$ cat config.mk
export PLATFORM = sky130hd
export DESIGN_NAME = sv32_ptw
export DESIGN_NICKNAME = d
export VERILOG_FILES = /design/src/rtl/sv32_ptw.sv
export SDC_FILE = /design/constraint.sdc
export NUM_CORES = 1
export LEC_CHECK = 0
export ABC_AREA = 1
export CORE_MARGIN = 5
export CORE_UTILIZATION = 45
export CTS_BUF_LIST = sky130_fd_sc_hd__clkbuf_2 sky130_fd_sc_hd__clkbuf_4 sky130_fd_sc_hd__clkbuf_8
export CTS_CLUSTER_SIZE = 10
export DETAILED_ROUTE_END_ITERATION = 8
export PLACE_DENSITY_LB_ADDON = 0.15
export SLEW_MARGIN = 20
export SYNTH_ARGS = -nofsm -noshare
export SYNTH_HDL_FRONTEND = slang
export SYNTH_SLANG_ARGS = --single-unit
export TNS_END_PERCENT = 30
$ cat constraint.sdc
create_clock -name clk -period 6.4 [get_ports clk]
set_clock_uncertainty 0.05 [all_clocks]
set_input_delay 1.28 -clock clk [delete_from_list [all_inputs] [get_ports clk]]
set_output_delay 1.28 -clock clk [all_outputs]
set_load 0.01 [all_outputs]
$ cat src/rtl/sv32_ptw.sv
`default_nettype none
// ============================================================================
// Module   : sv32_ptw
// Summary  : Sv32 hardware page-table walker. Fetches the level-1 and, when
//            needed, the level-0 PTE over a req/ack memory port, checks the
//            PTE structure and A/D bits, then pulses a TLB fill or a fault.
// Revision : 1.0  initial release
// ============================================================================
module sv32_ptw #(
  parameter int PADDR_WIDTH = 32   // must not exceed the 34-bit Sv32 PTE address
) (
  input  logic                   clk,
  input  logic                   rst,
  input  logic                   walk_req_i,
  input  logic [31:0]            walk_vaddr_i,
  input  logic                   walk_store_i,
  input  logic [21:0]            satp_ppn_i,
  input  logic                   abort_i,
  output logic                   busy_o,
  output logic                   done_o,
  output logic                   fault_o,
  output logic [1:0]             fault_cause_o,
  output logic                   mem_req_o,
  output logic [PADDR_WIDTH-1:0] mem_addr_o,
  input  logic                   mem_ack_i,
  input  logic [31:0]            mem_rdata_i,
  output logic                   fill_req_o,
  output logic [19:0]            fill_vpn_o,
  output logic [21:0]            fill_ppn_o,
  output logic [6:0]             fill_perm_o,
  output logic                   fill_superpage_o
);

  typedef enum logic [2:0] {
    S_IDLE   = 3'd0,
    S_L1_REQ = 3'd1,
    S_L0_REQ = 3'd2,
    S_FILL   = 3'd3,
    S_FAULT  = 3'd4,
    S_DRAIN  = 3'd5
  } state_t;

  localparam logic [1:0] C_CAUSE_INVALID  = 2'd0;
  localparam logic [1:0] C_CAUSE_MISALIGN = 2'd1;
  localparam logic [1:0] C_CAUSE_AD       = 2'd2;
  localparam logic [1:0] C_CAUSE_NOLEAF   = 2'd3;

  state_t                   state_q, state_d;
  logic [19:0]              vpn_q, vpn_d;         // vaddr[31:12] of the walk in flight
  logic                     store_q, store_d;
  logic [PADDR_WIDTH-1:0]   addr_q, addr_d;       // PTE address, held for the whole request
  logic [1:0]               cause_q, cause_d;
  logic [19:0]              fvpn_q, fvpn_d;
  logic [21:0]              fppn_q, fppn_d;
  logic [6:0]               fperm_q, fperm_d;
  logic                     fsp_q, fsp_d;

  // Full 34-bit PTE addresses; only the low PADDR_WIDTH bits reach the port.
  logic [33:0] l1_addr_full;
  logic [33:0] l0_addr_full;
  assign l1_addr_full = {satp_ppn_i, walk_vaddr_i[31:22], 2'b00};
  assign l0_addr_full = {mem_rdata_i[31:10], vpn_q[9:0], 2'b00};

  // PTE field decode of the returned read data.
  logic pte_v, pte_r, pte_w, pte_x, pte_a, pte_d;
  logic pte_invalid, pte_leaf, pte_misaligned, pte_ad_fail;
  assign pte_v          = mem_rdata_i[0];
  assign pte_r          = mem_rdata_i[1];
  assign pte_w          = mem_rdata_i[2];
  assign pte_x          = mem_rdata_i[3];
  assign pte_a          = mem_rdata_i[6];
  assign pte_d          = mem_rdata_i[7];
  assign pte_invalid    = !pte_v || (!pte_r && pte_w);
  assign pte_leaf       = pte_r || pte_x;
  assign pte_misaligned = (mem_rdata_i[19:10] != 10'd0);
  // The walker never updates A/D, so a missing A (or D on a store) faults.
  assign pte_ad_fail    = !pte_a || (store_q && !pte_d);

  // Bits that are architecturally present but not needed by the walker.
  logic unused_bits;
  assign unused_bits = ^{walk_vaddr_i[21:0], mem_rdata_i[9:8], l1_addr_full, l0_addr_full};

  // State and datapath registers, cleared asynchronously.
  always_ff @(posedge clk or posedge rst) begin
    if (rst) begin
      state_q <= S_IDLE;
      vpn_q   <= '0;
      store_q <= 1'b0;
      addr_q  <= '0;
      cause_q <= '0;
      fvpn_q  <= '0;
      fppn_q  <= '0;
      fperm_q <= '0;
      fsp_q   <= 1'b0;
    end else begin
      state_q <= state_d;
      vpn_q   <= vpn_d;
      store_q <= store_d;
      addr_q  <= addr_d;
      cause_q <= cause_d;
      fvpn_q  <= fvpn_d;
      fppn_q  <= fppn_d;
      fperm_q <= fperm_d;
      fsp_q   <= fsp_d;
    end
  end

  // Next-state decode and the strobe outputs.
  always_comb begin
    state_d    = state_q;
    vpn_d      = vpn_q;
    store_d    = store_q;
    addr_d     = addr_q;
    cause_d    = cause_q;
    fvpn_d     = fvpn_q;
    fppn_d     = fppn_q;
    fperm_d    = fperm_q;
    fsp_d      = fsp_q;
    mem_req_o  = 1'b0;
    fill_req_o = 1'b0;
    done_o     = 1'b0;
    fault_o    = 1'b0;

    case (state_q)
      S_IDLE: begin
        // abort wins over a same-cycle request, which is simply dropped
        if (walk_req_i && !abort_i) begin
          vpn_d   = walk_vaddr_i[31:12];
          store_d = walk_store_i;
          addr_d  = l1_addr_full[PADDR_WIDTH-1:0];
          state_d = S_L1_REQ;
        end
      end

      S_L1_REQ: begin
        mem_req_o = 1'b1;
        if (mem_ack_i) begin
          if (abort_i) begin
            state_d = S_IDLE;
          end else if (pte_invalid) begin
            cause_d = C_CAUSE_INVALID;
            state_d = S_FAULT;
          end else if (pte_leaf) begin
            if (pte_misaligned) begin
              cause_d = C_CAUSE_MISALIGN;
              state_d = S_FAULT;
            end else if (pte_ad_fail) begin
              cause_d = C_CAUSE_AD;
              state_d = S_FAULT;
            end else begin
              fvpn_d  = vpn_q;
              fppn_d  = mem_rdata_i[31:10];
              fperm_d = mem_rdata_i[7:1];
              fsp_d   = 1'b1;
              state_d = S_FILL;
            end
          end else begin
            addr_d  = l0_addr_full[PADDR_WIDTH-1:0];
            state_d = S_L0_REQ;
          end
        end else if (abort_i) begin
          // the read is already on the bus; let it finish before idling
          state_d = S_DRAIN;
        end
      end

      S_L0_REQ: begin
        mem_req_o = 1'b1;
        if (mem_ack_i) begin
          if (abort_i) begin
            state_d = S_IDLE;
          end else if (pte_invalid) begin
            cause_d = C_CAUSE_INVALID;
            state_d = S_FAULT;
          end else if (!pte_leaf) begin
            cause_d = C_CAUSE_NOLEAF;
            state_d = S_FAULT;
          end else if (pte_ad_fail) begin
            cause_d = C_CAUSE_AD;
            state_d = S_FAULT;
          end else begin
            fvpn_d  = vpn_q;
            fppn_d  = mem_rdata_i[31:10];
            fperm_d = mem_rdata_i[7:1];
            fsp_d   = 1'b0;
            state_d = S_FILL;
          end
        end else if (abort_i) begin
          state_d = S_DRAIN;
        end
      end

      S_FILL: begin
        fill_req_o = !abort_i;
        done_o     = !abort_i;
        state_d    = S_IDLE;
      end

      S_FAULT: begin
        fault_o = !abort_i;
        state_d = S_IDLE;
      end

      S_DRAIN: begin
        mem_req_o = 1'b1;
        if (mem_ack_i) begin
          state_d = S_IDLE;
        end
      end

      default: begin
        state_d = S_IDLE;
      end
    endcase
  end

  assign busy_o           = (state_q != S_IDLE);
  assign mem_addr_o       = addr_q;
  assign fault_cause_o    = cause_q;
  assign fill_vpn_o       = fvpn_q;
  assign fill_ppn_o       = fppn_q;
  assign fill_perm_o      = fperm_q;
  assign fill_superpage_o = fsp_q;

endmodule
`default_nettype wire

---- Yosys cells after proc, flatten, opt, wreduce, memory -nomap -nowiden ----
Index checks and enable logic that the tools add are counted.
word-level totals
  word-level logic and storage cells ...... 131
  flip-flop bits (word level) ............. 108
  output and inout port bits .............. 89
  input bits .............................. 92
cells by class
  muxes and demuxes ....................... 79
  equal/unequal tests ..................... 20
  reductions and logical operators ........ 23
operator list
  cell                count
  $mux 22             10
  $mux 20             10
  $mux 32             5
  $mux 7              10
  $pmux 32 s2         1
  $pmux 22 s2         1
  $pmux 20 s2         1
  $mux 3              13
  $ne 2x2->1 const B  14
  $mux 2              10
  $mux 1              14
  $pmux 7 s2          1
  $pmux 3 s4          1
  $reduce_and 12->1   1
  $reduce_and 6->1    2
  $reduce_and 10->1   1
  $reduce_bool 10->1  1
  $eq 3x2->1 const B  2
  $eq 3x3->1 const B  2
  $logic_not 1->1     5
  $pmux 2 s2          1
  $reduce_and 2->1    2
  $reduce_bool 2->1   2
  $eq 3x1->1 const B  1
  7 further kinds     11

---- Logic depth before layout (Yosys ltp) ----
Gate-level depths: netlist (run 1).
  depth after elaboration ................. 10
  mapped depth ............................ 12

---- Worst setup path after synthesis (run 1) ----
No wires, ideal clock.
  path type ............................... input -> output
  from .................................... input abort_i
  to ...................................... output fill_req_o
  cell stages on the path ................. 2
  arrival ................................. 1817 ps
  path slack .............................. 3253 ps
  buffers on the path ..................... 1
  path through ............................ nor3_1 buf_4
on the way
  word-level cells in the longest chain between the ends .. 2
RTL lines
  item             RTL line  RTL
  from (decl)      18        input logic abort_i,
  $logic_not 1->1  194       fill_req_o = !abort_i;
  $mux 1           124       case (state_q)
  to (decl)        27        output logic fill_req_o,
No other way between the ends.

---- Final worst setup path (run 1) ----
  from .................................... input abort_i
  to ...................................... output done_o
on the way
  word-level cells in the longest chain between the ends .. 2
RTL lines
  item             RTL line  RTL
  $logic_not 1->1  195       done_o = !abort_i;
  $mux 1           124
  to (decl)        20        output logic done_o,
No other way between the ends.

==> results_dict.tcl, run 1 <==
set metrics [dict create \
    status "completed" \
    rsz0062_at_grt "false" \
    use_met3 0.0404 \
    clock.fmax_ghz 0.249 \
    drt_iter0_drc 198 \
    ys_types 24 \
    routedWlPerCell_um 14.5 \
    overflow 0 \
    ys_warn_count 0 \
    synthDominantCellAreaShare 0.560 \
    nFillCells 933 \
    hold_viol_final 0 \
    final_util 0.639 \
    num_vias 4010 \
    setup_viol 0 \
    start_kind "input port" \
    clockBufferDepth 2 \
    die_h_um 113 \
    ctsResizeCount 0 \
    crit_fanout 7 \
    htreeDepth 3 \
    rows 37 \
    period_minus_slack_ns 4.01 \
    setup_slack_ns 2.39 \
    p_leak_nw 3.01 \
    start_util 0.461 \
    gp_routability_congestion 0.868 \
    ir_worst_vdd_mv 0.360 \
    syn_to_final_growth_pct 38.6 \
    cts.hold.buffers_added 0 \
    grt.total_usage 0.185 \
    synth_seq_area_share 0.560 \
    grtUsageMet2 0.308 \
    top_usage_layer "met2" \
    multi_input_area_sq_um 1690 \
    power_mw 2.78 \
    io_buffers 162 \
    drv_slew 0 \
    cts_buffers 9 \
    first_global_vias 3904 \
    post-route-drc-count 0 \
    synth_area_per_cell_sq_um 8.86 \
    critPathCaptureType "output pin" \
    criticalPathCategory "input port to output pin" \
    nets 775 \
    core_sq_um 10300 \
    grt_max_degree 93 \
    syn_area_sq_um 4740 \
    cap_violations 0 \
    syn_inst 535 \
    ios 181 \
    tns_ns 0 \
    required_ns 5.07 \
    postCtsSetupRepairBufs 0 \
    dp_hpwl_um 8420 \
    grt.met1_usage 0.243 \
    pre_cts_slack_ns 1.75 \
    via_per_inst 4.87 \
    routed_wl_um 11900 \
    clk_pin_slew_ns 0.10 \
    antenna_found_initial 0 \
    synth-seq-cells 106 \
    cts_tree "done" \
    seq_area_sq_um 2650 \
    worst_ep_arrival_time_ns 2.68 \
    max_slew_margin 0.402 \
    antenna_cells 0 \
    clock_sinks 106 \
    post-route-period-util 0.626 \
    clockRootBuffer "clkbuf_8" \
    dieArea_sq_um 12700 \
    layout-drive-gt1-share 0.0959 \
    synth_top_area_cell "dfrtp_1" \
    p_per_area_nw_per_um2 423 \
    worst_pin_slew_ns 0.896 \
    postRouteAntennaNets 0 \
    synth_area_leaders "dfrtp_1 56%, nand2_1 8.6%, o21ai_2 5.7%" \
    grt_pass1_wl_um 19200 \
    die_w_um 113 \
    firstDrtPassIters 4 \
    hold_path.class "flop to flop" \
    insertion_delay_ns 0.35 \
]
## power by group
| group | internal, mW | switching (mW) | total, mW |
|---|---|---|---|
| sequential | 0.951 | 0.147 | 1.10 |
| combinational | 0.638 | 0.656 | 1.29 |
| clock | 0.151 | 0.233 | 0.384 |
| total | 1.74 | 1.04 | 2.78 |
## cells in the final DEF (no fill, tap or decap), types with 9 or more instances in the layout
master           instances
o21ai_0                 39
dfrtp_1                106
nand2_1                109
clkdlybuf4s50_1        162
nor2_1                  61
a21oi_1                 50
o21ai_1                 11
o21ai_2                 31
inv_1                   54
nand3_1                 21
clkbuf_8                 9
## cell type report
type	instances	area share
timing repair buffer	166	0.253
clock inverter	6	0.00743
inverter	57	0.0330
tap	136	0.0259
clock buffer	10	0.0200
sequential	106	0.404
multi-input combinational	343	0.257
## synthesized netlist by cell type (all sizes together)
cell type,number
a21boi,1
a21oi,51
buf,21
clkbuf,9
conb,1
dfrtp,106
inv,57
mux2,2
nand2,113
nand3,22
nand4,1
nor2,64
nor3,5
nor4,1
o21ai,81
## through the flow
stage               area (sq um)  hold slack, ns  std cells
floorplan                   4740           0.423        536
CTS                         6550           0.435        823
global route                6570           0.466        824
finish                      6570           0.430        824
global placement            6360           0.400        807
detailed placement          6360           0.412        807
## critical path, cell delays in order
cell	delay, ns
clkdlybuf4s50_1	0.52
nor3_1	0.28
clkdlybuf4s50_1	0.59
## flip-flops by register name, summed over array words and instances (netlist names)
| name | count |
|---|---|
| fault_cause_o | 2 |
| fill_perm_o | 7 |
| fill_ppn_o | 22 |
| fill_superpage_o | 1 |
| fill_vpn_o | 20 |
| mem_addr_o | 30 |
| state_q | 3 |
| store_q | 1 |
| vpn_q | 20 |
## cell families (layout without fill, tap and decap cells)
group / count (synthesis) / in the layout / synth area share
buffers and inverters: 87 / 239 / 0.0908
AOI/OAI and AO/OA: 133 / 133 / 0.166
DFF: 106 / 106 / 0.560
and+or+nand+nor: 206 / 206 / 0.177
other: 1 / 2 / 0.000791
muxes: 2 / 2 / 0.00475
## path summary, 6_finish.rpt
| check | end | depth (start not counted) | startpoint | slack (ns) |
|---|---|---|---|---|
| max | done_o | 3 | abort_i | 2.39 |
| min | fill_perm_o[5] | 2 | fill_perm_o[5] | 0.43 |
| max reg2reg | mem_addr_o[12] | 6 | state_q[2] | 3.27 |
| min reg2reg | fill_perm_o[5] | 2 | fill_perm_o[5] | 0.43 |
| max in group asynchronous | mem_addr_o[9] | 3 | rst | 3.85 |
| min in group asynchronous | mem_addr_o[28] | 2 | rst | 1.34 |
## layer usage
layer,up-vias,routed length (um)
met1,1881,5140
met5,-,0
met3,18,664
met2,112,5910
met4,0,197
li1,1999,-
(Power assumes the default switching activity.)
==> run 2: changes to the inputs <==
- clock period: 6.4 -> 3.87 ns (I/O delays scaled with it)
==> run 2 against run 1 <==
Against the previous run: sequential share of layout area down 0.11 points; critical path depth unchanged; largest cell class unchanged; critical endpoint unchanged; global-route usage up 0.49 points; routed wire length about the same; combinational power up 65%; cell count up 0.12%; worst setup slack worse by 1.5 ns.
==> results_dict.tcl, run 2 (same netlist as run 1, synthesis figures left out) <==
set metrics [dict create \
    status "completed" \
    power_mw 4.58 \
    critical_path_buf_inv_count 2 \
    p_per_area_nw_per_um2 695 \
    grt.total_usage 0.190 \
    io_buffers 162 \
    cts.hold.buffers_added 0 \
    hold-path-endpoint "fill_perm_o[5]" \
    r2r_cells 9 \
    p_leak_nw 3.03 \
    seq_area_sq_um 2650 \
    drt_iter0_drc 195 \
    nFillCells 927 \
    ir_worst_vdd_mv 0.309 \
    p_int_mw 2.87 \
    die_w_um 113 \
    dpl_cell_area_sq_um 6400 \
    drv_slew 0 \
    layout_commonest_cell "clkdlybuf4s50_1" \
    cp_common_cell "clkdlybuf4s50_1" \
    die_h_um 113 \
    post-route-period-util 0.776 \
    layout_common_cells "162 x clkdlybuf4s50_1, 109 x nand2_1, 106 x dfrtp_1, 61 x nor2_1, 54 x inv_1" \
    clockPowerShare 0.139 \
    htreeDepth 3 \
    clk_pin_slew_ns 0.10 \
    whs_path_depth 2 \
    grt_pass1_wl_um 19700 \
    num_vias 3983 \
    layout-drive-gt1-share 0.0972 \
    clockRootBuffer "clkbuf_8" \
    multi_input_area_sq_um 1680 \
    pre_cts_slack_ns 0.861 \
    hold_viol_final 0 \
    largest_register_ffs 30 \
    dieArea_sq_um 12700 \
    core_sq_um 10300 \
    stdcell_area_sq_um 6590 \
    timing.rr.end "fill_superpage_o" \
    cts_buffers 9 \
    slowest_stage "clkdlybuf4s50_1" \
    clock_sinks 106 \
    grt_max_degree 71 \
    via_per_inst 4.83 \
    whs_ns 0.420 \
    ios 181 \
    setup_viol 0 \
    postCtsSetupRepairBufs 0 \
    firstDrtPassIters 5 \
    pwr-share-comb 0.464 \
    switching_power_mw 1.71 \
    nets 776 \
    routedWlPerCell_um 14.4 \
    criticalPathCategory "input port to output pin" \
    period_minus_slack_ns 3.00 \
    tns_ns 0 \
    routed_wl_um 11900 \
    start_util 0.461 \
    start_kind "input port" \
    cap_violations 0 \
    worst_pin_slew_ns 0.795 \
    rsz0062_at_grt "false" \
    post-route-drc-count 0 \
    worst_ep_arrival_time_ns 2.18 \
    insertion_delay_ns 0.36 \
    postRouteAntennaNets 0 \
    r2r_slack_ns 1.61 \
    gp_routability_congestion 0.887 \
    ctsResizeCount 0 \
    cts_tree "done" \
    setup_slack_ns 0.869 \
    clockBufferDepth 2 \
    hp-start "fill_perm_o[5]" \
    critPathCaptureType "output pin" \
    antenna_found_initial 0 \
    switching_share 0.373 \
    clock.fmax_ghz 0.333 \
    pwr-share-seq 0.397 \
    required_ns 3.05 \
    r2r-start "state_q[2]" \
    path_cells "clkdlybuf4s50_1 > nor3_1 > clkdlybuf4s50_1" \
    max_slew_margin 0.470 \
    overflow 0 \
    hold_path.class "flop to flop" \
    antenna_cells 0 \
    rows 37 \
    syn_to_final_growth_pct 39.0 \
    dp_hpwl_um 8640 \
    cp_top_family "buffers and inverters" \
    critPathMaxStageDelay_ns 0.59 \
    first_global_vias 4026 \
    crit_fanout 7 \
]
[run 2: worst max-delay path by stage]
| stage | from | end | slack [ns] | cells after the start |
|---|---|---|---|---|
| detailed placement | mem_ack_i | fill_vpn_o[15] | 0.86 | 9 |
| global placement | abort_i | done_o | 0.89 | 3 |
| finish | abort_i | done_o | 0.87 | 3 |
| CTS | abort_i | done_o | 0.87 | 3 |
| global route | abort_i | fill_req_o | 0.76 | 3 |
| floorplan | rst | fault_cause_o[0] | 0.26 | 1 |
[run 2: layer usage]
metal | global-route usage | share of wire | vias to the layer above
li1 | - | - | 2013
met1 | 0.241 | 0.42 | 1836
met2 | 0.319 | 0.50 | 117
met3 | 0.0507 | 0.063 | 17
met4 | 0.0545 | 0.017 | 0
met5 | 0 | 0 | -
[run 2: layout make-up]
type	instances	share of cell area
clock buffers	10	0.0199
clock inverters	6	0.00760
inverters	57	0.0329
multi-input cells	343	0.255
flip-flops and latches	106	0.403
well taps	136	0.0258
repair buffers	167	0.256
[run 2: power groups by stage]
| stage | Sequential (mW) | Combinational, mW | Clock (mW) |
|---|---|---|---|
| 4_1_cts | 1.82 | 2.16 | 0.657 |
| 2_1_floorplan | 1.97 | 0.945 | 0 |
| 3_3_place_gp | 1.82 | 2.11 | 0 |
| 3_5_place_dp | 1.84 | 2.15 | 0 |
| 5_1_grt | 1.87 | 2.35 | 0.701 |
| 6_report | 1.82 | 2.13 | 0.635 |
[run 2: worst min-delay path, delay by kind of cell, from the launching register on]
family        cells  cell delay (ns)
flops             1             0.35
buf+inv           1             0.04
simple gates      1             0.05
[run 2: per-stage QoR]
step | instances | utilization
3_3_place_gp | 809 | 0.623
4_1_cts | 825 | 0.641
6_report | 825 | 0.641
5_1_grt | 825 | 0.641
3_5_place_dp | 809 | 0.623
2_1_floorplan | 536 | -
==> run 3: changes to the inputs <==
- clock period: 3.87 -> 3 ns (I/O delays scaled with it)
==> run 3 against run 2 <==
Against the previous run: routed wire length is 1.3% higher; critical path type unchanged; non-clock buffer count is 6 higher; critical path depth stayed put; sequential share of layout area is 0.60 points lower; clock power is 44% higher; die area stayed put.
==> results_dict.tcl, run 3 (same netlist as run 1, synthesis figures left out) <==
set metrics [dict create \
    highest_layer "met4" \
    drt_iter0_drc 196 \
    clockBufferDepth 2 \
    hold_viol_final 0 \
    start_util 0.461 \
    status "completed" \
    cp_common_cell "clkdlybuf4s50_1" \
    p_per_area_nw_per_um2 904 \
    insertion_delay_ns 0.35 \
    firstDrtPassIters 4 \
    period_minus_slack_ns 2.65 \
    cap_violations 0 \
    criticalPathCategory "input port to output pin" \
    gp_routability_congestion 0.833 \
    post-route-period-util 0.885 \
    dp_hpwl_um 8940 \
    p_leak_nw 3.07 \
    layout_commonest_cell "clkdlybuf4s50_1" \
    m1WireLength_um 5050 \
    layout_common_cells "162 x clkdlybuf4s50_1, 109 x nand2_1, 106 x dfrtp_1, 61 x nor2_1, 54 x inv_1" \
    die_w_um 113 \
    cp_top_family "buffers and inverters" \
    cts.hold.buffers_added 0 \
    pwr-share-seq 0.388 \
    r2r-start "state_q[0]" \
    nFillCells 910 \
    clock_sinks 106 \
    drv_slew 0 \
    start_kind "input port" \
    critPathCaptureType "output pin" \
    htreeDepth 3 \
    post-route-drc-count 0 \
    rows 37 \
    rsz0062_at_grt "false" \
    pwr-share-comb 0.461 \
    dieArea_sq_um 12700 \
    tns_ns 0 \
    num_vias 4021 \
    slowest_stage "clkdlybuf4s50_1" \
    cts_buffers 9 \
    postRouteAntennaNets 0 \
    hp-start "fill_perm_o[3]" \
    routedWlPerCell_um 14.5 \
    cts_tree "done" \
    critical_path_buf_inv_count 2 \
    clockPowerShare 0.151 \
    core_sq_um 10300 \
    syn_to_final_growth_pct 41.1 \
    grt.total_usage 0.189 \
    seq_area_sq_um 2650 \
    overflow 0 \
    critPathMaxStageDelay_ns 0.59 \
    postCtsSetupRepairBufs 0 \
    layout-drive-gt1-share 0.105 \
    switching_power_mw 2.22 \
    clk_pin_slew_ns 0.10 \
    crit_fanout 7 \
    via_per_inst 4.84 \
    p_int_mw 3.82 \
    final_util 0.650 \
    first_global_vias 3962 \
    die_h_um 113 \
    antenna_cells 0 \
    ir_worst_vdd_mv 0.477 \
    hold_path.class "flop to flop" \
    ctsResizeCount 0 \
    wl_met3_um 609 \
    path_cells "clkdlybuf4s50_1 > nor3_1 > clkdlybuf4s50_1" \
    routed_wl_um 12000 \
    grt_max_degree 61 \
    worst_ep_arrival_time_ns 2.00 \
    grt_pass1_wl_um 19400 \
    nets 782 \
    max_slew_margin 0.581 \
    switching_share 0.367 \
    wl_met2_um 6150 \
    antenna_found_initial 0 \
    setup_viol 0 \
    required_ns 2.35 \
    clock.fmax_ghz 0.377 \
    io_buffers 162 \
    cp-startpoint "abort_i" \
    ios 181 \
    largest_register_ffs 30 \
    worst_pin_slew_ns 0.628 \
    r2r_slack_ns 0.76 \
    multi_input_area_sq_um 1680 \
    clockRootBuffer "clkbuf_8" \
]
run 3: cell type report:
type / count / share of cell area
multi-input combinational: 343 / 0.252
timing repair buffer: 173 / 0.262
clock inverter: 6 / 0.0107
sequential: 106 / 0.397
clock buffer: 10 / 0.0206
inverter: 57 / 0.0326
tap: 136 / 0.0255
run 3: metal layers:
layer	global-route usage	up-vias
li1	-	2014
met1	0.237	1883
met2	0.327	110
met3	0.0361	14
met4	0.0641	0
met5	0	-
run 3: worst min-delay path: stages (launching register included):
cell and delay (ns):
dfrtp_1 0.36, nand2_1 0.05, nand2_1 0.05
run 3: worst paths after layout:
path                            cells past startpoint        endpoint
max in group asynchronous                           3      state_q[0]
worst max-delay path                                3      fill_req_o
worst max register to register                      8  mem_addr_o[22]
worst min-delay path                                2  fill_perm_o[3]
worst min register to register                      2  fill_perm_o[3]
min in group asynchronous                           2        vpn_q[7]
run 3: per-stage QoR:
step	instances	instance area (sq um)	setup slack (ns)	hold slack (ns)	power, mW
global route	831	6690	0.251	0.453	6.48
CTS	831	6690	0.333	0.435	6.12
global placement	815	6480	0.307	0.399	5.09
finish	831	6690	0.345	0.431	6.04
detailed placement	815	6480	0.232	0.409	5.19
floorplan	536	4750	1.08	0.423	3.76
run 3: power groups by stage:
stage / Clock (mW) / Combinational, mW / Sequential, mW
final: 0.913 / 2.79 / 2.34
after detailed placement: 0 / 2.82 / 2.37
after global routing: 0.994 / 3.06 / 2.42
after CTS: 0.940 / 2.83 / 2.35
after floorplan: 0 / 1.22 / 2.54
after global placement: 0 / 2.75 / 2.35
